==> src/rtl/mc_control_fsm.sv <==
// mc_control_fsm: multicycle RV32 control unit.
// Ports: clk/rst (sync, active-high); op/funct3/funct7b5/zero in;
// datapath mux selects, write enables, ALUControl, ImmSrc, debug
// state and RetireCount out.
module mc_control_fsm (
  input  logic        clk,
  input  logic        rst,
  input  logic [6:0]  op,
  input  logic [2:0]  funct3,
  input  logic        funct7b5,
  input  logic        zero,
  output logic        PCWrite,
  output logic        AdrSrc,
  output logic        MemWrite,
  output logic        IRWrite,
  output logic        RegWrite,
  output logic [1:0]  ResultSrc,
  output logic [1:0]  ALUSrcA,
  output logic [1:0]  ALUSrcB,
  output logic [2:0]  ALUControl,
  output logic [1:0]  ImmSrc,
  output logic [3:0]  state,
  output logic [31:0] RetireCount
);

  typedef enum logic [3:0] {
    S_FETCH    = 4'd0,
    S_DECODE   = 4'd1,
    S_MEMADR   = 4'd2,
    S_MEMREAD  = 4'd3,
    S_MEMWB    = 4'd4,
    S_MEMWRITE = 4'd5,
    S_EXECR    = 4'd6,
    S_ALUWB    = 4'd7,
    S_EXECI    = 4'd8,
    S_JAL      = 4'd9,
    S_BEQ      = 4'd10
  } state_t;

  localparam logic [6:0] OP_LW  = 7'b0000011;
  localparam logic [6:0] OP_SW  = 7'b0100011;
  localparam logic [6:0] OP_R   = 7'b0110011;
  localparam logic [6:0] OP_I   = 7'b0010011;
  localparam logic [6:0] OP_JAL = 7'b1101111;
  localparam logic [6:0] OP_BEQ = 7'b1100011;

  state_t      st_q;
  state_t      st_d;
  logic [31:0] retire_q;

  logic       pcupdate;
  logic       branch;
  logic       irwrite_s;
  logic       regwrite_s;
  logic       memwrite_s;
  logic [1:0] aluop;
  logic       retire;

  logic is_mem;
  logic is_r;
  logic is_i;
  logic is_jal;
  logic is_beq;

  assign is_mem = (op == OP_LW) | (op == OP_SW);
  assign is_r   = (op == OP_R);
  assign is_i   = (op == OP_I);
  assign is_jal = (op == OP_JAL);
  assign is_beq = (op == OP_BEQ);

  // Every retiring state has FETCH as its only successor.
  assign retire = (st_q == S_MEMWB)
                | (st_q == S_MEMWRITE)
                | (st_q == S_ALUWB)
                | (st_q == S_BEQ);

  always_ff @(posedge clk) begin
    if (rst) begin
      st_q     <= S_FETCH;
      retire_q <= '0;
    end else begin
      st_q <= st_d;
      if (retire) begin
        retire_q <= retire_q + 32'd1;
      end
    end
  end

  always_comb begin
    st_d = S_FETCH;
    case (st_q)
      S_FETCH: st_d = S_DECODE;
      S_DECODE: begin
        unique case (1'b1)
          is_mem:  st_d = S_MEMADR;
          is_r:    st_d = S_EXECR;
          is_i:    st_d = S_EXECI;
          is_jal:  st_d = S_JAL;
          is_beq:  st_d = S_BEQ;
          default: st_d = S_FETCH;
        endcase
      end
      S_MEMADR: begin
        if (op == OP_LW) begin
          st_d = S_MEMREAD;
        end else begin
          st_d = S_MEMWRITE;
        end
      end
      S_MEMREAD:  st_d = S_MEMWB;
      S_MEMWB:    st_d = S_FETCH;
      S_MEMWRITE: st_d = S_FETCH;
      S_EXECR:    st_d = S_ALUWB;
      S_EXECI:    st_d = S_ALUWB;
      S_ALUWB:    st_d = S_FETCH;
      S_JAL:      st_d = S_ALUWB;
      S_BEQ:      st_d = S_FETCH;
      default:    st_d = S_FETCH;
    endcase
  end

  always_comb begin
    pcupdate   = 1'b0;
    branch     = 1'b0;
    irwrite_s  = 1'b0;
    regwrite_s = 1'b0;
    memwrite_s = 1'b0;
    aluop      = 2'b00;
    AdrSrc     = 1'b0;
    ResultSrc  = 2'b00;
    ALUSrcA    = 2'b00;
    ALUSrcB    = 2'b00;
    case (st_q)
      S_FETCH: begin
        irwrite_s = 1'b1;
        pcupdate  = 1'b1;
        ALUSrcB   = 2'b10;
        ResultSrc = 2'b10;
      end
      S_DECODE: begin
        ALUSrcA = 2'b01;
        ALUSrcB = 2'b01;
      end
      S_MEMADR: begin
        ALUSrcA = 2'b10;
        ALUSrcB = 2'b01;
      end
      S_MEMREAD: begin
        AdrSrc = 1'b1;
      end
      S_MEMWB: begin
        ResultSrc  = 2'b01;
        regwrite_s = 1'b1;
      end
      S_MEMWRITE: begin
        AdrSrc     = 1'b1;
        memwrite_s = 1'b1;
      end
      S_EXECR: begin
        ALUSrcA = 2'b10;
        aluop   = 2'b10;
      end
      S_EXECI: begin
        ALUSrcA = 2'b10;
        ALUSrcB = 2'b01;
        aluop   = 2'b10;
      end
      S_ALUWB: begin
        regwrite_s = 1'b1;
      end
      S_JAL: begin
        ALUSrcA  = 2'b01;
        ALUSrcB  = 2'b10;
        pcupdate = 1'b1;
      end
      S_BEQ: begin
        ALUSrcA = 2'b10;
        aluop   = 2'b01;
        branch  = 1'b1;
      end
      default: begin
      end
    endcase
  end

  // Write enables are held off while reset is asserted.
  assign PCWrite  = ~rst & (pcupdate | (branch & zero));
  assign IRWrite  = ~rst & irwrite_s;
  assign RegWrite = ~rst & regwrite_s;
  assign MemWrite = ~rst & memwrite_s;

  always_comb begin
    ALUControl = 3'b000;
    case (aluop)
      2'b01: ALUControl = 3'b001;
      2'b10: begin
        case (funct3)
          3'b000: begin
            // sub only for R-type (op[5]) with bit 30 set
            if (op[5] & funct7b5) begin
              ALUControl = 3'b001;
            end else begin
              ALUControl = 3'b000;
            end
          end
          3'b010:  ALUControl = 3'b101;
          3'b110:  ALUControl = 3'b011;
          3'b111:  ALUControl = 3'b010;
          default: ALUControl = 3'b000;
        endcase
      end
      default: ALUControl = 3'b000;
    endcase
  end

  always_comb begin
    ImmSrc = 2'b00;
    unique case (1'b1)
      (op == OP_SW):  ImmSrc = 2'b01;
      (op == OP_BEQ): ImmSrc = 2'b10;
      (op == OP_JAL): ImmSrc = 2'b11;
      default:        ImmSrc = 2'b00;
    endcase
  end

  assign state       = st_q;
  assign RetireCount = retire_q;

endmodule

==> config.mk <==
export PLATFORM = sky130hd
export DESIGN_NAME = mc_control_fsm
export DESIGN_NICKNAME = d
export VERILOG_FILES = /design/src/rtl/mc_control_fsm.sv
export SDC_FILE = /design/constraint.sdc
export NUM_CORES = 1
export LEC_CHECK = 0
export BUFFER_PORTS_ARGS = -buffer_cell sky130_fd_sc_hd__buf_2
export CORE_ASPECT_RATIO = 0.5
export CORE_UTILIZATION = 49
export DETAILED_ROUTE_END_ITERATION = 10
export GPL_TIMING_DRIVEN = 0
export MAX_ROUTING_LAYER = met4
export PLACE_DENSITY = 0.82
export SYNTH_ARGS = -nofsm -noshare
export SYNTH_HDL_FRONTEND = slang
export SYNTH_SLANG_ARGS = --single-unit
==> constraint.sdc <==
create_clock -name clk -period 3.4 [get_ports clk]
set_input_delay 0.17 -clock clk [delete_from_list [all_inputs] [get_ports clk]]
set_output_delay 0.17 -clock clk [all_outputs]
set_load 0.05 [all_outputs]
==> flow_metrics.py, run 1 <==
metrics = {
    "yosys": {
        "synth_warnings": 0,
        "synth_edf_count": 0,
        "synthDistinctLibCells": 46,
        "synth_top_area_share_pct": 34.7,
        "synth.net_count": 277,
        "ys_ff_latch": 36,
        "synthArstFlopShare_pct": 0,
        "ys.flop_type": "dfxtp_1",
        "yosysMostFrequentCell": "nor2_1",
        "yosys-top-cells-count": "nor2_1, dfxtp_1, nand4_1",
        "yosysSeqAreaShare_pct": 34.7,
        "netlist_area_mm2": 0.00208,
        "synthTopCellsByArea": "dfxtp_1, nor2_1, xor2_1",
        "yosysTopAreaCell": "dfxtp_1",
        "syn_avg_cell_area_um2": 7.99,
        "synth_cells": 260,
    },
    "die": {
        "die_x_um": 94.1,
        "core_area_mm2": 0.00398,
        "die_area_mm2": 0.00452,
        "initial_utilization_pct": 52.2,
        "die_y_um": 48.1,
        "num_rows": 16,
        "ios": 66,
    },
    "sta": {
        "max-slew-margin-rel_pct": 48.8,
        "skew_ps": 5.47,
        "period_share_pct": 72.6,
        "fin_tns_setup_ps": 0,
        "period_needed_ps": 2470,
        "finalSetupViolCount": 0,
        "fmax_mhz": 405,
        "rsz0062_at_grt": "false",
        "tightest_slew_ps": 761,
        "drv_slew": 0,
        "hold_viol": 0,
    },
    "cts": {
        "ctsResizeCount": 0,
        "cts_sinks": 36,
        "cts.reportedPaths.clkPinSlew_ps": 60,
        "clk_latency_ps": 280,
        "h-tree-depth": 2,
        "post-cts-setup-buffer-count": 0,
        "cts_buffer_depth": 2,
        "numCtsBuffers": 5,
        "ctsHoldBuffers": 0,
        "cts_root_buf": "clkbuf_8",
        "cts_tree": "done",
    },
    "power_and_ir_drop": {
        "p_leak_nw": 1.05,
        "power_uw": 782,
        "vdd_drop_max_uv": 206,
        "p_per_area_mw_per_mm2": 306,
    },
    "routing": {
        "drt_iter0_drc": 126,
        "antenna_left": 0,
        "via_per_inst": 5.40,
        "drcViolationCount": 0,
        "vias": 2085,
        "dr.pass1.iters": 4,
        "finalWirelength_um": 4740,
        "drt-wirelength-per-cell_um": 12.3,
    },
    "min_path": {
        "hp-start": "rst",
        "min_path_type": "in -> reg",
    },
    "finish": {
        "area_growth_pct": 22.9,
        "fill_cells": 353,
        "antenna_cells": 0,
        "layout.nets": 349,
        "final_util_pct": 64.1,
        "fin_cells": 386,
        "drive_above_1_share_pct": 25.9,
        "final_design_area_no_fill_mm2": 0.00255,
    },
    "job": {
        "cap_violations": 0,
    },
    "global_route": {
        "antenna_found_initial": 0,
        "grtUsageTotal_pct": 22.0,
        "grt_overflow": 0,
        "grt_pass1_wl_um": 7340,
        "grt_max_degree": 11,
        "first_global_vias": 1682,
    },
    "setup_path": {
        "crit_start": "state[1]",
        "cp_max_fo": 10,
        "critPathLaunchType": "register",
        "cp-end-kind": "output pin",
        "crit_arrival_ps": 2300,
        "reg2reg_from": "state[0]",
        "critPathTopFamily": "buffers and inverters",
        "cpMostUsedCell": "buf_2",
        "worstPathRequired_ps": 3230,
        "critPathBufInv": 3,
        "cpMaxStageDelayCell": "buf_1",
        "slowest_delay_ps": 370,
        "path_class": "reg -> out",
        "path_cells": "buf_2 -> buf_1 -> nand2_1 -> a21oi_1 -> ha_1 -> nor4b_2 -> buf_2",
    },
    "placed_design": {
        "portBuffers": 65,
        "gp_routability_congestion": 0.805,
        "dp_hpwl_um": 3590,
        "postPlaceCellArea_mm2": 0.00248,
        "dp.cells": 379,
    },
    "status": {
        "outcome": "completed",
    },
}
## area by class of cell
class,count,area [um^2],area share (%)
Timing Repair Buffer,65,325,12.7
Multi-Input combinational cell,199,1260,49.2
Inverter,11,42.5,1.67
Tap cell,54,67.6,2.64
Clock buffer,6,72.6,2.84
Buffer,14,63.8,2.50
Sequential cell,36,721,28.2
Clock inverter,1,5.00,0.196
## where the power goes
part	switching, mW	leakage, nW	total (mW)	internal (mW)
Combinational	0.0571	0.719	0.0811	0.0240
Sequential	0.000938	0.290	0.424	0.423
Clock	0.138	0.0410	0.277	0.139
## worst paths after layout
check	end	slack, ps	depth (start not counted)
setup / recovery	ALUControl[2]	930	7
hold / removal	state[3]	190	4
hold reg to reg	RetireCount[1]	510	2
setup reg to reg	RetireCount[4]	1450	9
## kinds of logic (layout without fill, tap and decap cells)
family | Yosys count | in the layout | synth area share [%]
xor gates and xnor gates | 31 | 31 | 13.1
DFF | 36 | 36 | 34.7
adders and majority gates | 3 | 3 | 1.81
and+or+nand+nor | 135 | 135 | 35.5
AOI/OAI and AO/OA | 30 | 30 | 9.81
buffers and inverters | 25 | 97 | 5.12
## flip-flops by register name, indices dropped and copies added, names as in the netlist
register	count
RetireCount	32
state	4
## worst min-delay path, cell delays in order
cell	delay [ps]
buf_2	90
nor2_1	60
nand2_1	70
nor2_1	40
## per-layer routing
layer | up-vias | GRT usage [%] | routed length [um]
met5 | - | - | 0
met4 | 0 | 7.38 | 57
met3 | 9 | 4.76 | 256
met2 | 65 | 38.2 | 2210
met1 | 951 | 26.3 | 2220
li1 | 1060 | - | -
## through the flow
stage,worst slack (ps),hold WS [ps]
after global routing,773,188
after floorplan,449,336
after detailed placement,1240,474
after CTS,925,176
final,933,185
after global placement,1250,476
## placed cells by master (no fill, tap or decap), types with 2 or more instances in the layout
master and instances:
a31oi_1 3, dfxtp_1 36, nor2b_1 4, nor4_1 4
buf_2 68, xnor2_1 14, nor4b_2 2, inv_1 10
xor2_1 17, clkbuf_1 8, o21ai_0 5, and4_1 3
a21oi_1 10, clkinv_2 2, nor4b_1 2, nand2_1 16
nor3_1 8, nor2_1 41, and2_1 6, nand2b_1 2
and3_1 5, buf_1 3, nand4_1 21, ha_1 3
clkbuf_8 5, or3_1 3, nand3_1 11
(Power assumes the default switching activity.)
==> run 2: changes to the inputs <==
- clock period: 3.4 -> 2.45 ns (I/O delays scaled with it)
==> flow_metrics.py, run 2 (same netlist as run 1, synthesis figures left out) <==
metrics = {
    "setup_path": {
        "cp-end-kind": "output pin",
        "critPathBufInv": 2,
        "crit_start": "state[1]",
        "worst_r2r_endpoint": "RetireCount[31]",
        "regToRegSetupSlack_ps": 430,
        "critPathTopFamily": "simple AND/OR/NAND/NOR gates",
        "slowest_delay_ps": 340,
        "path_class": "reg -> out",
        "worstSetupEndpoint": "ALUControl[2]",
        "reg2reg_from": "state[1]",
        "rr_worst_depth": 8,
        "critPathLaunchType": "register",
        "worstPathRequired_ps": 2330,
        "crit_arrival_ps": 2180,
        "cp_max_fo": 16,
        "cpMaxStageDelayCell": "or3_4",
        "path_cells": "clkbuf_4 -> nand2b_4 -> or3_4 -> ha_1 -> nor4b_2 -> buf_2",
        "cp_num_cells": 6,
    },
    "placed_design": {
        "dp.cells": 379,
        "portBuffers": 65,
        "postPlaceCellArea_mm2": 0.00249,
        "place_ws_ps": 274,
        "dp_hpwl_um": 3670,
        "gp_routability_congestion": 0.821,
    },
    "sta": {
        "fmax_mhz": 434,
        "rsz0062_at_grt": "false",
        "hold_viol": 0,
        "drv_slew": 0,
        "period_share_pct": 94.1,
        "skew_ps": 6.98,
        "fin_ws_ps": 145,
        "fin_tns_setup_ps": 0,
        "finalSetupViolCount": 0,
        "period_needed_ps": 2300,
        "tightest_slew_ps": 705,
        "max-slew-margin-rel_pct": 52.6,
    },
    "cts": {
        "cts_tree": "done",
        "cts.reportedPaths.clkPinSlew_ps": 60,
        "cts_root_buf": "clkbuf_8",
        "post-cts-setup-buffer-count": 0,
        "h-tree-depth": 2,
        "numCtsBuffers": 5,
        "clk_latency_ps": 290,
        "cts_sinks": 36,
        "cts_buffer_depth": 2,
    },
    "finish": {
        "antenna_cells": 0,
        "fin_cells": 385,
        "area_growth_pct": 24.6,
        "layout_common_cells": "buf_2, nor2_1, dfxtp_1",
        "drive_above_1_share_pct": 27.5,
        "largest_reg_flops": 32,
        "final_common_cell": "buf_2",
        "layout.nets": 348,
        "final_design_area_no_fill_mm2": 0.00259,
    },
    "die": {
        "ios": 66,
        "die_area_mm2": 0.00452,
        "core_area_mm2": 0.00398,
        "die_y_um": 48.1,
        "num_rows": 16,
        "die_x_um": 94.1,
        "initial_utilization_pct": 52.2,
    },
    "job": {
        "cap_violations": 0,
    },
    "routing": {
        "vias": 2078,
        "drt-wirelength-per-cell_um": 12.5,
        "dr.pass1.iters": 4,
        "antenna_left": 0,
        "drcViolationCount": 0,
        "drt_iter0_drc": 96,
        "via_per_inst": 5.40,
        "finalWirelength_um": 4800,
    },
    "status": {
        "outcome": "completed",
    },
    "global_route": {
        "grtUsageTotal_pct": 22.4,
        "grt_overflow": 0,
        "grt_max_degree": 17,
        "antenna_found_initial": 0,
        "first_global_vias": 1716,
        "grt_pass1_wl_um": 7450,
    },
    "power_and_ir_drop": {
        "p_per_area_mw_per_mm2": 443,
        "vdd_drop_max_uv": 325,
        "p_leak_nw": 1.06,
    },
    "min_path": {
        "min_path_type": "in -> reg",
    },
}
run 2: cell types whose count changed in the layout (fill, tap and decap cells not counted), sizes merged:
cell	before	now
buf	72	70
clkbuf	13	15
clkinv	2	1
run 2: cell type report:
type	instances	area [um^2]
tap	54	67.6
sequential	36	721
multi-input combinational	199	1270
timing repair buffer	65	325
fill	353	1390
buffer	13	63.8
inverter	11	42.5
clock buffer	7	96.3
run 2: worst min path at each step:
stage                to  depth (start not counted)  slack [ps]  start
6_report       state[3]                          4         130    rst
5_1_grt        state[3]                          4         150    rst
4_1_cts        state[3]                          4         120    rst
3_5_place_dp   state[3]                          4         430    rst
3_3_place_gp   state[3]                          4         420    rst
2_1_floorplan  state[3]                          3         290    rst
run 2: per-stage QoR:
step	util, %	hold slack [ps]	power (mW)
2_1_floorplan	-	289	0.680
3_3_place_gp	62.6	424	0.712
3_5_place_dp	62.6	428	0.715
4_1_cts	64.9	125	1.16
5_1_grt	65.0	152	1.20
6_report	65.0	135	1.15
run 2: per-layer routing:
metal	global-route usage [%]	vias up	part of all wire, %
met2	39.0	52	48
met3	5.24	4	5.2
met5	-	-	0
met1	26.9	963	47
met4	6.46	0	0.71
li1	-	1059	-
run 2: report_power, final:
group / switching (mW) / total [mW] / internal [mW]
Combinational: 0.0796 / 0.113 / 0.0337
Sequential: 0.00138 / 0.588 / 0.587
Clock: 0.197 / 0.447 / 0.250
run 2: repair_timing:
| item | CTS | global route |
|---|---|---|
| endpoints found under the setup margin | 2 | 2 |
| hold buffers | 0 | 0 |
| resized for setup | 0 | 3 |
run 2: worst register-to-register path, stage by stage, from the launching register on:
cell and delay, ps:
dfxtp_1 330, clkbuf_4 260, nand2b_4 90, or3_4 350, clkinv_2 90, a21oi_2 80
nor4b_2 430, a31o_2 220, a21oi_1 50
==> run 3: changes to the inputs <==
- clock period: 2.45 -> 2.8 ns (I/O delays scaled with it)
==> flow_metrics.py, run 3 (same netlist as run 1, synthesis figures left out) <==
metrics = {
    "placed_design": {
        "portBuffers": 65,
        "gp_routability_congestion": 0.848,
        "dp_hpwl_um": 3690,
        "postPlaceCellArea_mm2": 0.00248,
    },
    "setup_path": {
        "worstPathRequired_ps": 2660,
        "critPathLaunchType": "register",
        "crit_start": "state[1]",
        "reg2reg_from": "RetireCount[8]",
        "crit_arrival_ps": 2370,
        "path_class": "reg -> out",
        "cp-end-kind": "output pin",
        "cp_max_fo": 10,
    },
    "status": {
        "outcome": "completed",
    },
    "cts": {
        "ctsResizeCount": 0,
        "cts.reportedPaths.clkPinSlew_ps": 70,
        "cts_sinks": 36,
        "cts_tree": "done",
        "h-tree-depth": 2,
        "cts_root_buf": "clkbuf_8",
        "post-cts-setup-buffer-count": 0,
        "clk_latency_ps": 290,
        "numCtsBuffers": 5,
        "cts_buffer_depth": 2,
        "ctsHoldBuffers": 0,
    },
    "min_path": {
        "hp-start": "rst",
        "min_path_type": "in -> reg",
    },
    "global_route": {
        "grtUsageTotal_pct": 23.3,
        "antenna_found_initial": 0,
        "grt_overflow": 0,
        "grt_max_degree": 11,
        "grt_pass1_wl_um": 7690,
        "first_global_vias": 1738,
    },
    "die": {
        "die_x_um": 94.1,
        "num_rows": 16,
        "die_area_mm2": 0.00452,
        "ios": 66,
        "initial_utilization_pct": 52.2,
        "core_area_mm2": 0.00398,
        "die_y_um": 48.1,
    },
    "sta": {
        "hold_viol": 0,
        "skew_ps": 5.94,
        "tightest_slew_ps": 701,
        "rsz0062_at_grt": "false",
        "period_share_pct": 89.7,
        "finalSetupViolCount": 0,
        "max-slew-margin-rel_pct": 52.9,
        "period_needed_ps": 2510,
        "drv_slew": 0,
        "fmax_mhz": 398,
    },
    "finish": {
        "layout_common_cells": "buf_2, nor2_1, dfxtp_1",
        "antenna_cells": 0,
        "final_design_area_no_fill_mm2": 0.00257,
        "layout.nets": 349,
        "drive_above_1_share_pct": 26.1,
        "area_growth_pct": 23.8,
        "largest_reg_flops": 32,
        "final_common_cell": "buf_2",
        "final_util_pct": 64.6,
    },
    "routing": {
        "drcViolationCount": 0,
        "antenna_left": 0,
        "via_per_inst": 5.42,
        "drt_iter0_drc": 100,
        "vias": 2096,
        "drt-wirelength-per-cell_um": 12.7,
        "dr.pass1.iters": 4,
        "finalWirelength_um": 4920,
    },
    "power_and_ir_drop": {
        "power_uw": 991,
        "p_per_area_mw_per_mm2": 385,
        "p_leak_nw": 1.06,
        "vdd_drop_max_uv": 296,
    },
    "job": {
        "cap_violations": 0,
    },
}
## run 3: stage by stage
step                cells  hold WS [ps]  setup TNS, ps  setup WS [ps]
global placement      379           445              0            657
global route          387           162              0            147
floorplan             260           306          -55.6          -55.6
CTS                   387           140              0            288
finish                387           148              0            289
detailed placement    379           452              0            620
## run 3: layer usage
layer	global-route usage (%)	share of wire (%)
met3	4.44	5.7
met5	-	0
met1	27.3	46
met2	40.7	47
met4	10.2	1.7
## run 3: path summary, 6_finish.rpt
kind	end	slack, ps	cells after the start
setup reg to reg	RetireCount[23]	820	6
hold / removal	state[3]	150	4
hold reg to reg	RetireCount[1]	520	2
setup / recovery	ALUControl[2]	290	7
## run 3: cell type report
type | count | area, um^2
Multi-Input combinational cell | 199 | 1260
Sequential cell | 36 | 721
Inverter | 11 | 42.5
Fill cell | 347 | 1410
Timing Repair Buffer | 65 | 325
Clock buffer | 8 | 90.1
Tap cell | 54 | 67.6
Buffer | 14 | 63.8
## run 3: power by group
part           switching (mW)  total, mW  internal [mW]
Clock                   0.178      0.378          0.200
Combinational          0.0695     0.0988         0.0293
Sequential            0.00112      0.515          0.513
## run 3: critical path: stages, from the launching register on
cell	delay, ps
dfxtp_1	320
buf_2	190
buf_1	400
nand2_1	110
a21oi_1	210
ha_1	290
nor4b_2	250
buf_2	290
